## src/rtl/fetch_ctrl.sv

```systemverilog
// fetch_ctrl: instruction fetch sequencer feeding the IF/ID register.
// Owns the PC, keeps at most one instruction-memory request in flight, and
// holds one fetched instruction in a skid buffer. Handles IF/ID stalls and
// EX-stage redirects, discarding any response that belongs to a flushed path.
module fetch_ctrl #(
   parameter logic [31:0] RESET_PC = 32'h0000_0000,
   parameter logic [31:0] NOP_INST = 32'h0000_0013
) (
   input  logic        clk,
   input  logic        rst_n,
   output logic        imem_req,
   output logic [31:0] imem_addr,
   input  logic        imem_gnt,
   input  logic        imem_rvalid,
   input  logic [31:0] imem_rdata,
   input  logic        stall,
   input  logic        redirect,
   input  logic [31:0] redirect_pc,
   output logic        fetch_valid,
   output logic [31:0] fetch_pc,
   output logic [31:0] fetch_inst
);

   typedef enum logic [1:0] {IDLE, REQ, WAIT, DRAIN} state_t;

   state_t      state;
   state_t      state_next;
   logic [31:0] pc;
   logic [31:0] infl_pc;
   logic        buf_valid;
   logic [31:0] buf_pc;
   logic [31:0] buf_inst;

   logic        consume;
   logic        buf_free;
   logic        redir;
   logic        grant;
   logic        load;

   // The buffer can accept a new word if it is empty or drains this cycle.
   assign consume  = buf_valid & ~stall;
   assign buf_free = ~buf_valid | consume;
   // Redirects are ignored during the post-reset IDLE cycle.
   assign redir    = redirect & (state != IDLE);
   assign grant    = imem_req & imem_gnt;
   // A response is only kept if it arrives in WAIT and is not flushed.
   assign load     = (state == WAIT) & imem_rvalid & ~redir;

   // State register.
   always_ff @(posedge clk or negedge rst_n) begin
      if (!rst_n) begin
         state <= IDLE;
      end else begin
         state <= state_next;
      end
   end

   // Next-state logic; a redirect turns any in-flight request into one to drain.
   always_comb begin
      state_next = state;
      case (state)
         IDLE:  state_next = REQ;
         REQ: begin
            if (grant) begin
               state_next = redir ? DRAIN : WAIT;
            end
         end
         WAIT: begin
            if (imem_rvalid) begin
               state_next = REQ;
            end else if (redir) begin
               state_next = DRAIN;
            end
         end
         DRAIN: begin
            if (imem_rvalid) begin
               state_next = REQ;
            end
         end
         default: state_next = IDLE;
      endcase
   end

   // Outputs: request only when the buffer will have room for the answer.
   always_comb begin
      imem_req    = (state == REQ) & buf_free;
      imem_addr   = {pc[31:2], 2'b00};
      fetch_valid = buf_valid;
      fetch_pc    = buf_pc;
      fetch_inst  = buf_valid ? buf_inst : NOP_INST;
   end

   // PC and in-flight address; a redirect overrides the sequential increment.
   always_ff @(posedge clk or negedge rst_n) begin
      if (!rst_n) begin
         pc      <= RESET_PC;
         infl_pc <= RESET_PC;
      end else begin
         if (grant) begin
            infl_pc <= pc;
         end
         if (redir) begin
            pc <= redirect_pc & ~32'h0000_0003;
         end else if (grant) begin
            pc <= pc + 32'd4;
         end
      end
   end

   // Skid buffer: flush on redirect, load on a live response, clear on consume.
   always_ff @(posedge clk or negedge rst_n) begin
      if (!rst_n) begin
         buf_valid <= 1'b0;
         buf_pc    <= 32'h0000_0000;
         buf_inst  <= NOP_INST;
      end else if (redir) begin
         buf_valid <= 1'b0;
         buf_inst  <= NOP_INST;
      end else if (load) begin
         buf_valid <= 1'b1;
         buf_pc    <= infl_pc;
         buf_inst  <= imem_rdata;
      end else if (consume) begin
         buf_valid <= 1'b0;
         buf_inst  <= NOP_INST;
      end
   end

endmodule

```

## config.mk

```make
export PLATFORM = sky130hd
export DESIGN_NAME = fetch_ctrl
export DESIGN_NICKNAME = d
export VERILOG_FILES = /design/src/rtl/fetch_ctrl.sv
export SDC_FILE = /design/constraint.sdc
export NUM_CORES = 1
export LEC_CHECK = 0
export BUFFER_PORTS_ARGS = -buffer_cell sky130_fd_sc_hd__buf_2
export CORE_AREA = 2 2 130 132
export CTS_BUF_LIST = sky130_fd_sc_hd__clkbuf_8
export DETAILED_ROUTE_END_ITERATION = 10
export DIE_AREA = 0 0 132 134
export GPL_TIMING_DRIVEN = 0
export SYNTH_ARGS = -nofsm -noshare
export SYNTH_HDL_FRONTEND = slang
export SYNTH_SLANG_ARGS = --single-unit
```

## constraint.sdc

```tcl
create_clock -name clk -period 2.7 [get_ports clk]
set_clock_uncertainty 0.2 [all_clocks]
set_input_delay 0.135 -clock clk [delete_from_list [all_inputs] [get_ports clk]]
set_output_delay 0.135 -clock clk [all_outputs]
set_load 0.005 [all_outputs]
```

-- Word-level counts from Yosys, hierarchy flattened
Index checks and enable logic that the tools add are counted.
- input port bits: 70
- output and inout bits: 98
- word-level logic and storage cells: 44
- register bits after elaboration: 131
- bitwise gates (word level): 10
- equality and inequality tests: 6
- reductions and logical operators: 6
- multiplexer cells: 15
- add/subtract/negate cells: 1
- operators by type and width (cell ; count):
    32-bit 2-to-1 mux ; 6
    32-bit by 3-bit adder with 32-bit output, second input constant ; 1
    2-bit 2-to-1 mux ; 4
    2-bit one-hot mux with 4 select lines ; 1
    1-bit AND ; 6
    2-bit equality test, second input constant ; 2
    1-bit 2-to-1 mux ; 4
    2-bit inequality test, second input constant ; 2
    2-bit nonzero test ; 2
    3-bit inequality test, second input constant ; 1
    1-bit inverter ; 3
    3-bit AND reduction ; 1
    3-bit nonzero test ; 1
    2-bit by 1-bit equality test with 1-bit output, second input constant ; 1
    2-bit zero test ; 1
    2-bit AND reduction ; 1
    1-bit bitwise OR ; 1

-- Depth between registers and ports, before layout
- word-level depth: 7
- mapped depth: 10
- mapped depth without buffers: 7

-- Least setup slack after synthesis
OpenSTA, ideal clock, no wires.
- path kind: flip-flop to flip-flop
- start point: register state[0]
- end point: register buf_inst[21]
- setup time: 0.121 ns
- period minus slack after synthesis: 2.090 ns
- setup slack: 0.610 ns
- cell stages (with the launch flop): 10
- required time: 2.379 ns
- buffers on the path: 3
- arrival: 1.769 ns
- cells stage by stage: dfrtp_1 inv_1 ha_1 nand2b_1 buf_2 nand3_1 and3_1 buf_2 buf_2 a22o_1
- word-level cells in the longest chain between the ends: 6
- elaborated cells on any way between the ends: 9
- those cells by class: eq/ne: 1; mux: 2; bitwise: 4; reduce/logical: 2
- RTL lines (what ; line ; RTL):
    start: declaration ; 26 ; state_t state;
    start signal: assignment ; 54 ; state <= state_next;
    2-bit nonzero test ; 44 ; assign redir = redirect & (state != IDLE);
    1-bit AND ; 44 ;
    1-bit inverter (no line) ; - ;
    1-bit AND ; 47 ; assign load = (state == WAIT) & imem_rvalid & ~redir;
    32-bit 2-to-1 mux ; 119 ; end else if (load) begin
    32-bit 2-to-1 mux ; 116 ; end else if (redir) begin
    end signal: assignment ; 122 ; buf_inst <= imem_rdata;
    end: declaration ; 32 ; logic [31:0] buf_inst;
Parallel ways exist; a longest one is shown, timed or not.
A chain may end at the register's enable or synchronous reset.

-- Final worst setup path
- start point: register state[0]
- end point: register buf_inst[29]
Same word-level chain as after synthesis.

==> flow_summary.ini <==
[run_status]
run_status = finished, final reports clean

[layout]
final_common_cell = buf_2
final_util_pct = 47.9
antenna_cells = 0
fin_nets = 860
drive_gt1_share_pct = 30.7
area_growth_pct = 39.2
nFillCells = 1541
fin_cells = 1016
layout_common_cells = 167 x buf_2, 136 x nand2_1, 122 x dfrtp_1, 68 x dlygate4sd3_1
final_area_sq_mm = 0.00781

[setup_path]
crit_path_end_kind = flop
critPathMostFrequentCell = buf_2
crit_path_cell_trace = inv_1, ha_1, nand2b_1, buf_2, nand3_1, and3_1, buf_2, buf_2, a22o_1
cp_slowest_cell = dfrtp_1
critPathKind = reg2reg
crit_arrival_ns = 2.63
worst-path-max-fanout = 10
required_ns = 2.82
regToRegSetupSlack_ns = 0.20
start_kind = flop
max_stage_delay_ns = 0.41

[logic_synthesis]
syn_area_sq_mm = 0.00561
ys_ff_latch = 125
ys_seq_area_share_pct = 55.8
synth.avg_cell_area_sq_um = 10.5
ys_types = 38
synthCells = 535
yosys_warnings = 0

[sta]
finalHoldViolations = 0
report.final.setup_viol = 0
slew_headroom_pct = 60.8
fmax_ghz = 0.399
period_needed_ns = 2.50
rsz0062_at_grt = false
fin_crit_sh_pct = 92.8
tightest_slew_ns = 0.587
drv_slew = 0
holdWs_ns = 0.0151

[clock_tree]
htreeDepth = 4
cts_tree = built
worstSkewPairLatency_ns = 0.44
clk_pin_slew_ns = 0.07
clock_path_buffers = 2
cts_root_buf = clkbuf_8
cts_sinks = 125
cts-resized-gates = 0
cts_buffers = 17

[pwr]
power_density_mw_per_mm2 = 930
vdd_drop_max_uv = 426
p_leak_nw = 3.83

[route]
drcViolationCount = 0
ant_nets = 0
wl_per_cell_um = 15.3
num_vias = 4818
drt_iter0_markers = 217
drtPass1Iterations = 6
wirelength_um = 15500
viasPerCell = 4.74

[floorplan]
ios = 168
fp.dieW_um = 132
coreArea_sq_mm = 0.0163
die-height_um = 134
rows = 47
die-area_sq_mm = 0.0177
initial_core_util_pct = 34.4

[global_route]
grt_antenna_before_repair = 0
grt_pass1_vias = 4895
grt_use_total_pct = 18.2
grt_max_degree = 77
grt_pass1_wl_um = 25400
overflow = 0

[placed_design]
dp_hpwl_um = 11100
placed_cell_area_sq_mm = 0.00673
place_congestion = 0.824
post-place-cells = 919
io_buffers = 160

[job]
maxCapViolCount = 0

[worst_hold_path]
hold_path.class = in2async
cell usage after synthesis:
cell,instances,area [sq um]
nand2_1,136,510
dfrtp_1,122,3050
a22o_1,29,254
and2_1,29,181
o21ai_0,26,130
mux2_2,25,282
xnor2_1,25,219
clkbuf_1,19,71.3
nand3_1,15,75.1
and3_1,9,56.3
buf_2,8,40.0
nor3_1,8,40.0
o21ai_1,8,40.0
inv_1,7,26.3
nor4_2,7,87.6
nand2b_1,6,37.5
ha_1,5,62.6
nor2_1,5,18.8
nor4_1,5,31.3
buf_4,4,30.0
nand4_1,4,25.0
xor2_1,4,35.0
a21oi_1,3,15.0
and4_1,3,26.3
dfstp_2,3,78.8
mux2i_1,3,30.0
o22a_1,3,26.3
buf_1,2,7.51
nor2b_1,2,12.5
o21ai_2,2,17.5
a21boi_4,1,18.8
conb_1,1,3.75
nand3_2,1,10.0
nand3_4,1,17.5
nand4_2,1,12.5
or2_2,1,6.26
or3_4,1,11.3
or4_4,1,11.3
power by group:
part | total [W] | switching, W | internal [W] | leakage [nW]
Sequential | 0.00330 | 0.000674 | 0.00262 | 1.60
Combinational | 0.00229 | 0.00115 | 0.00115 | 2.02
Clock | 0.00167 | 0.000705 | 0.000961 | 0.214
Total | 0.00726 | 0.00253 | 0.00473 | 3.83
per-layer routing:
metal	vias to the layer above	wire (um)	GRT usage, %
met5	-	0	0
met4	0	276	6.28
met3	24	833	5.03
met2	146	7480	30.5
met1	2333	6920	22.9
li1	2315	-	-
worst max-delay path, delay by kind of cell, from the launching register on:
family	cells	cell delay (ns)
and+or+nand+nor	3	0.71
AOI/OAI and AO/OA	1	0.20
buffers and inverters	4	0.69
DFF	1	0.41
adders and majority gates	1	0.19
timing repair:
action / CTS / global route
hold buffers: 68 / 0
endpoints found under the setup margin: 0 / 10
endpoints found under the hold margin: 187 / 0
setup buffers: 0 / 0
layout make-up:
type | count | area, sq um | share of cell area, %
Buffer | 32 | 145 | 1.86
Clock buffer | 20 | 275 | 3.53
Clock inverter | 10 | 124 | 1.59
Inverter | 7 | 26.3 | 0.336
Multi-Input combinational cell | 373 | 2320 | 29.7
Sequential cell | 125 | 3130 | 40.1
Tap cell | 220 | 275 | 3.53
Timing Repair Buffer | 229 | 1520 | 19.4
cell families (layout without fill, tap and decap cells):
logic type                 Yosys count  count (layout)  synth area share, %
AOI/OAI and AO/OA                   72              72                 8.94
xor gates and xnor gates            29              29                 4.53
adders and majority gates            5               5                 1.11
buffers and inverters               40             298                 3.12
DFF                                125             125                 55.8
muxes                               28              28                 5.55
other                                1               4               0.0668
and+or+nand+nor                    235             235                 20.9
state kept, by name (all words and copies together) (netlist names):
signal	flops
infl_pc	30
buf_inst	32
fetch_pc	30
fetch_valid	1
state	2
pc	30
worst paths after layout:
path / start / cells after the start / end
worst min register to register: infl_pc[8]$_DFFE_PN0P_ / 2 / fetch_pc[8]$_DFFE_PN0P_
min in group clk: imem_gnt / 4 / pc[4]$_DFFE_PN0P_
worst max-delay path: state[0]$_DFFE_PN0P_ / 9 / buf_inst[29]$_DFFE_PN0P_
worst min-delay path: rst_n / 2 / fetch_pc[3]$_DFFE_PN0P_
worst max register to register: state[0]$_DFFE_PN0P_ / 9 / buf_inst[29]$_DFFE_PN0P_
max in group asynchronous: rst_n / 3 / buf_inst[0]$_DFFE_PN1P_
metrics by stage:
stage	TNS, ns	worst slack (ns)	power (W)
3_3_place_gp	-36.99	-0.310	0.00546
6_report	0	0.195	0.00726
3_5_place_dp	0	0.0805	0.00557
5_1_grt	0	0.0184	0.00779
2_1_floorplan	0	0.610	0.00450
4_1_cts	0	0.0454	0.00734
(Power assumes the default switching activity.)
